===== src/rtl/rd_track_if.sv =====
// rd_track_if: decode-side bundle between the decode stage and the destination
// register tracker.
//   master : decode / forwarding side (drives id_*, flush; reads tracker outputs)
//   slave  : rd_track (reads id_*, flush; drives rdi_buf_*, legal_*, stall,
//            id_accept, mul_busy)
interface rd_track_if #(
  parameter int REG_W = 5
);
  logic             id_valid;
  logic [REG_W-1:0] id_rd;
  logic             id_wen;
  logic             id_is_load;
  logic             id_is_mul;
  logic [REG_W-1:0] id_rsa;
  logic [REG_W-1:0] id_rsb;
  logic             id_rsa_used;
  logic             id_rsb_used;
  logic             flush;

  logic [REG_W-1:0] rdi_buf_1;
  logic             legal_1;
  logic [REG_W-1:0] rdi_buf_2;
  logic             legal_2;
  logic             stall;
  logic             id_accept;
  logic             mul_busy;

  modport master (
    output id_valid, id_rd, id_wen, id_is_load, id_is_mul,
           id_rsa, id_rsb, id_rsa_used, id_rsb_used, flush,
    input  rdi_buf_1, legal_1, rdi_buf_2, legal_2, stall, id_accept, mul_busy
  );

  modport slave (
    input  id_valid, id_rd, id_wen, id_is_load, id_is_mul,
           id_rsa, id_rsb, id_rsa_used, id_rsb_used, flush,
    output rdi_buf_1, legal_1, rdi_buf_2, legal_2, stall, id_accept, mul_busy
  );
endinterface


===== src/rtl/rd_track.sv =====
// rd_track: destination-register tracker for EX (stage 1) and MEM (stage 2).
// Records the destination of each in-flight instruction, reports which stage
// results are forwardable, and stalls decode on load-use hazards and while a
// multiply occupies stage 1.
//
// Ports:
//   clk  : clock, rising edge
//   rst  : asynchronous active-high reset
//   bus  : rd_track_if.slave (decode fields in, tracker status out)
//
// state    | meaning
// ---------+---------------------------------------------------------------
// RUN      | stage 1 advances every cycle
// MUL_WAIT | multiply held in stage 1; r_cnt counts remaining held cycles
module rd_track #(
  parameter int REG_W   = 5,
  parameter int MUL_LAT = 3
) (
  input logic      clk,
  input logic      rst,
  rd_track_if.slave bus
);

  localparam int CNT_W = $clog2(MUL_LAT) + 1;

  typedef struct packed {
    logic             v;
    logic [REG_W-1:0] rd;
    logic             wen;
    logic             load;
    logic             mul;
  } stage_t;

  typedef enum logic [1:0] {
    RUN      = 2'd0,
    MUL_WAIT = 2'd1
  } state_t;

  state_t           r_state;
  state_t           w_state_nxt;
  stage_t           r_s1;
  stage_t           r_s2;
  stage_t           w_dec;
  logic [CNT_W-1:0] r_cnt;
  logic             w_hold1;
  logic             w_luse;
  logic             w_stall;
  logic             w_accept;
  logic             w_unused_fields;

  // Fields kept for visibility of the in-flight instruction but not consumed.
  assign w_unused_fields = ^{r_s1.mul, r_s2.load, r_s2.mul, r_s2.v & r_s2.wen};

  // A non-writing instruction carries rd=0 so it can never look forwardable.
  assign w_dec = '{v:    1'b1,
                   rd:   bus.id_wen ? bus.id_rd : '0,
                   wen:  bus.id_wen,
                   load: bus.id_is_load,
                   mul:  bus.id_is_mul};

  always_ff @(posedge clk or posedge rst) begin
    if (rst) r_state <= RUN;
    else     r_state <= w_state_nxt;
  end

  always_comb begin
    w_state_nxt = r_state;
    case (r_state)
      RUN:      if (w_accept && bus.id_is_mul && (MUL_LAT > 1)) w_state_nxt = MUL_WAIT;
      MUL_WAIT: if (r_cnt == CNT_W'(1)) w_state_nxt = RUN;
      default:  w_state_nxt = RUN;
    endcase
  end

  always_comb begin
    w_hold1 = (r_state == MUL_WAIT);
    w_luse  = bus.id_valid & r_s1.v & r_s1.load & r_s1.wen & (r_s1.rd != '0) &
              ((bus.id_rsa_used & (bus.id_rsa == r_s1.rd)) |
               (bus.id_rsb_used & (bus.id_rsb == r_s1.rd)));
    w_stall = w_hold1 | w_luse;
    // Gated by rst so every output reads 0 while reset is held, even with
    // decode presenting a valid instruction.
    w_accept = bus.id_valid & ~w_stall & ~bus.flush & ~rst;

    bus.stall     = w_stall;
    bus.id_accept = w_accept;
    bus.mul_busy  = w_hold1;
    bus.rdi_buf_1 = r_s1.rd;
    bus.rdi_buf_2 = r_s2.rd;
    // A load in stage 1 has no data yet; a multiply only on its last cycle.
    bus.legal_1   = r_s1.v & r_s1.wen & (r_s1.rd != '0) & ~r_s1.load & ~w_hold1;
    bus.legal_2   = r_s2.v & r_s2.wen & (r_s2.rd != '0);
  end

  always_ff @(posedge clk or posedge rst) begin
    if (rst) begin
      r_s1  <= '0;
      r_s2  <= '0;
      r_cnt <= '0;
    end else if (w_hold1) begin
      r_s2  <= '0;
      r_cnt <= r_cnt - 1'b1;
    end else if (w_accept) begin
      r_s2 <= r_s1;
      r_s1 <= w_dec;
      if (bus.id_is_mul && (MUL_LAT > 1)) r_cnt <= CNT_W'(MUL_LAT - 1);
    end else begin
      r_s2 <= r_s1;
      r_s1 <= '0;
    end
  end

endmodule


===== src/flat_wrapper.sv =====
// flat-port wrapper written by rule: the top's interface ports become plain ports
module rd_track_flat 
#(
  parameter int REG_W   = 5,
  parameter int MUL_LAT = 3
)
  (clk, rst, bus_id_valid, bus_id_rd, bus_id_wen, bus_id_is_load, bus_id_is_mul, bus_id_rsa, bus_id_rsb, bus_id_rsa_used, bus_id_rsb_used, bus_flush, bus_rdi_buf_1, bus_legal_1, bus_rdi_buf_2, bus_legal_2, bus_stall, bus_id_accept, bus_mul_busy);
  rd_track_if #(.REG_W(REG_W)) bus_i ();
  input logic clk;
  input logic rst;
  input wire logic [$bits(bus_i.id_valid)-1:0] bus_id_valid;
  input wire logic [$bits(bus_i.id_rd)-1:0] bus_id_rd;
  input wire logic [$bits(bus_i.id_wen)-1:0] bus_id_wen;
  input wire logic [$bits(bus_i.id_is_load)-1:0] bus_id_is_load;
  input wire logic [$bits(bus_i.id_is_mul)-1:0] bus_id_is_mul;
  input wire logic [$bits(bus_i.id_rsa)-1:0] bus_id_rsa;
  input wire logic [$bits(bus_i.id_rsb)-1:0] bus_id_rsb;
  input wire logic [$bits(bus_i.id_rsa_used)-1:0] bus_id_rsa_used;
  input wire logic [$bits(bus_i.id_rsb_used)-1:0] bus_id_rsb_used;
  input wire logic [$bits(bus_i.flush)-1:0] bus_flush;
  output wire logic [$bits(bus_i.rdi_buf_1)-1:0] bus_rdi_buf_1;
  output wire logic [$bits(bus_i.legal_1)-1:0] bus_legal_1;
  output wire logic [$bits(bus_i.rdi_buf_2)-1:0] bus_rdi_buf_2;
  output wire logic [$bits(bus_i.legal_2)-1:0] bus_legal_2;
  output wire logic [$bits(bus_i.stall)-1:0] bus_stall;
  output wire logic [$bits(bus_i.id_accept)-1:0] bus_id_accept;
  output wire logic [$bits(bus_i.mul_busy)-1:0] bus_mul_busy;
  assign bus_i.id_valid = bus_id_valid;
  assign bus_i.id_rd = bus_id_rd;
  assign bus_i.id_wen = bus_id_wen;
  assign bus_i.id_is_load = bus_id_is_load;
  assign bus_i.id_is_mul = bus_id_is_mul;
  assign bus_i.id_rsa = bus_id_rsa;
  assign bus_i.id_rsb = bus_id_rsb;
  assign bus_i.id_rsa_used = bus_id_rsa_used;
  assign bus_i.id_rsb_used = bus_id_rsb_used;
  assign bus_i.flush = bus_flush;
  assign bus_rdi_buf_1 = bus_i.rdi_buf_1;
  assign bus_legal_1 = bus_i.legal_1;
  assign bus_rdi_buf_2 = bus_i.rdi_buf_2;
  assign bus_legal_2 = bus_i.legal_2;
  assign bus_stall = bus_i.stall;
  assign bus_id_accept = bus_i.id_accept;
  assign bus_mul_busy = bus_i.mul_busy;
  rd_track #(.REG_W(REG_W), .MUL_LAT(MUL_LAT)) u_core (.clk(clk), .rst(rst), .bus(bus_i));
endmodule

===== config.mk =====
export PLATFORM = sky130hd
export DESIGN_NAME = rd_track_flat
export DESIGN_NICKNAME = d
export VERILOG_FILES = /design/src/rtl/rd_track_if.sv /design/src/rtl/rd_track.sv /design/src/flat_wrapper.sv
export SDC_FILE = /design/constraint.sdc
export NUM_CORES = 1
export LEC_CHECK = 0
export BUFFER_PORTS_ARGS = -buffer_cell sky130_fd_sc_hd__buf_2
export CAP_MARGIN = 40
export CORE_MARGIN = 1.5
export CORE_UTILIZATION = 45
export CTS_BUF_LIST = sky130_fd_sc_hd__clkbuf_4 sky130_fd_sc_hd__clkbuf_8
export CTS_CLUSTER_DIAMETER = 60
export CTS_CLUSTER_SIZE = 12
export DETAILED_ROUTE_END_ITERATION = 8
export PLACE_DENSITY = 0.77
export SKIP_CTS_REPAIR_TIMING = 1
export SYNTH_ARGS = -nofsm -noshare
export SYNTH_HDL_FRONTEND = slang
export SYNTH_SLANG_ARGS = --single-unit
export TNS_END_PERCENT = 1

===== constraint.sdc =====
create_clock -name clk -period 1.8 [get_ports clk]
set_input_delay 0.27 -clock clk [delete_from_list [all_inputs] [get_ports clk]]
set_output_delay 0.27 -clock clk [all_outputs]
set_load 0.02 [all_outputs]

==> metrics.csv <==
metric,value,unit
avgSynthCellArea,10.55,um^2
finalSetupTns,-1.207,ns
end_kind,output port,
vias,778,
critPathMaxStageDelay,0.55,ns
multi_input_area,447.9,um^2
finalMaxSlewViolations,0,
regArea,475.5,um^2
failed_checks,negative setup slack,
synth_edf_count,0,
yosysUniqueCellTypes,27,
outcome,"complete, but fails checks",
io_buffers,38,
fin_crit_sh,120.3,%
place_inst,156,
path_cells,"or4_4, o21ai_4, nor2_2, a21o_2, nor2_4, buf_6",
dr.first_iter.drc_count,25,
synth-seq-cells,19,
post-route-min-period,2.166,ns
htreeDepth,1,
routed_wl,1960,um
fin_area,1260,um^2
drive_gt1_share,44.36,%
io_pins,39,
dieWidth,50.19,um
dpl.hpwl,1511,um
worst_pin_slew,0.6926,ns
crit_type,reg2out,
hp-class,in2async,
crit_required,1.53,ns
clk_latency,0.29,ns
syn2layout_area_growth,25.72,%
netlist_area,1002,um^2
antenna_found_initial,0,
synth.net_count,121,
die_y,50.19,um
synthTopCellsByCount,"dfrtp_1 (19), xnor2_1 (11), buf_4 (10), nor2b_1 (10), nand2_1 (6)",
grt_pass1_wl,3305,um
layout.nets,160,
crit_slowest_cell,or4_4,
cp_max_fo,3,
worstSetupStartpointType,register,
utilization,62.31,%
arrival,1.90,ns
ant_nets,0,
root_buffer,clkbuf_4,
clock.fmax,461.7,MHz
async_reset_ff_share,100.0,%
synthDominantCellAreaShare,47.44,%
crit_family,simple AND/OR/NAND/NOR gates,
synth_top_flop_cell,dfrtp_1,
grt_max_degree,22,
cts.path.max_buffers,2,
pre_cts_ws,-0.07078,ns
synth_top_cell_by_area,dfrtp_1,
globalplace.congestion,0.7945,
slew_headroom,53.78,%
synth.most_common_cell,dfrtp_1,
rsz0062_at_grt,true,
initial_core_util,49.57,%
drt-pass1-iter-count,2,
viasPerCell,4.863,
cellLeakagePower,0.6742,nW
grt_pass1_vias,769,
hold_viol_final,0,
num_rows,16,
path_clk_slew,0.10,ns
overflow,0,
die_area,2519,um^2
yosysWarnings,0,
fin_ws,-0.3661,ns
design.core.area,2022,um^2
fin_cells,160,
power.density,961.6,nW/um^2
max_cap_violations,0,
numCtsBuffers,3,
wl_per_cell,12.25,um
drt_drc_violations_left,0,
yosysSeqAreaShare,47.44,%
synthCells,95,
cp_num_buf_inv,1,
placed_cell_area,1209,um^2
cts.sinks,19,
grt_use_total,17.40,%
cts_tree,done,
synth.area.top_cells,"dfrtp_1 (47%), xnor2_1 (9.6%), buf_4 (7.5%), nor2b_1 (6.2%), a22o_1 (3.5%)",
setup_viol,12,
diodes,0,
fillers,173,
max-vdd-ir-drop,719.8,uV
clock-skew-final,0.003809,ns
report_power, final:
group	total [mW]	internal [mW]	switching [mW]
clock network	0.207	0.0827	0.124
registers	0.561	0.499	0.0622
logic	0.444	0.195	0.249
total	1.21	0.776	0.435
routing by layer:
layer / GRT usage, % / part of all wire, %
met5: 0 / 0
met3: 4.464 / 4.7
met2: 30.04 / 48
met4: 4.167 / 0.66
met1: 21.64 / 46
state kept, by name, summed over array words and instances, names as in the netlist:
name                  count
u_core.r_s2               2
u_core.bus.rdi_buf_2      5
u_core.r_cnt              3
u_core.bus.rdi_buf_1      5
u_core.r_state            1
u_core.r_s1               3
final timing paths:
kind | slack, ns | endpoint | start | cells after the start
max reg2reg | -0.07 | u_core.bus.rdi_buf_1[0] | u_core.bus.rdi_buf_1[4] | 7
max | -0.37 | bus_id_accept | u_core.bus.rdi_buf_1[4] | 6
min | 0.08 | u_core.r_cnt[2] | rst | 2
min reg2reg | 0.53 | u_core.r_s1[8] | u_core.r_s1[8] | 2
max in group asynchronous | 1.29 | u_core.r_s1[8] | rst | 2
min in group clk | 0.22 | u_core.bus.rdi_buf_1[1] | bus_id_rd[1] | 2
kinds of logic after synthesis:
logic type / synth area share (%)
AND/OR/NAND/NOR: 14.86
flip-flops: 47.44
AO/OA/AOI/OAI: 14.23
buffers and inverters: 10.49
XOR/XNOR: 10.49
adder cells (fa/ha/maj): 2.496
per-stage QoR:
stage | hold slack (ns) | total power [mW]
final | 0.07915 | 1.212
after CTS | 0.1084 | 1.211
after detailed placement | 0.4314 | 1.002
after global placement | 0.4134 | 0.9850
after floorplan | 0.2211 | 0.8828
after global routing | 0.1358 | 1.314
layout make-up:
| type | count | share of cell area [%] |
|---|---|---|
| Sequential cell | 19 | 37.74 |
| Multi-Input combinational cell | 60 | 35.55 |
| Timing Repair Buffer | 47 | 20.95 |
| Tap cell | 27 | 2.681 |
| Clock buffer | 3 | 1.787 |
| Inverter | 3 | 0.8937 |
| Clock inverter | 1 | 0.3972 |
layout by cell type, fill, tap and decap left out:
cell type / n
a21oi_2: 1
a21o_2: 1
clkbuf_4: 3
or4_4: 1
xor2_1: 1
inv_1: 3
ha_1: 2
buf_4: 9
nor3b_1: 1
nand2_1: 6
dfrtp_1: 19
a32o_2: 2
o311a_1: 1
or3_1: 1
nand2b_1: 1
nor2_4: 1
a22o_1: 4
a21o_1: 1
buf_2: 37
xnor2_1: 11
nor2_1: 3
nor2_2: 1
o21ai_0: 1
nand3_1: 1
nand4_1: 2
o22ai_1: 1
nor2b_1: 10
a32o_1: 2
a21oi_1: 3
clkinv_2: 1
buf_6: 1
o21ai_4: 1
Note: power is estimated with default switching activity, not from simulation.
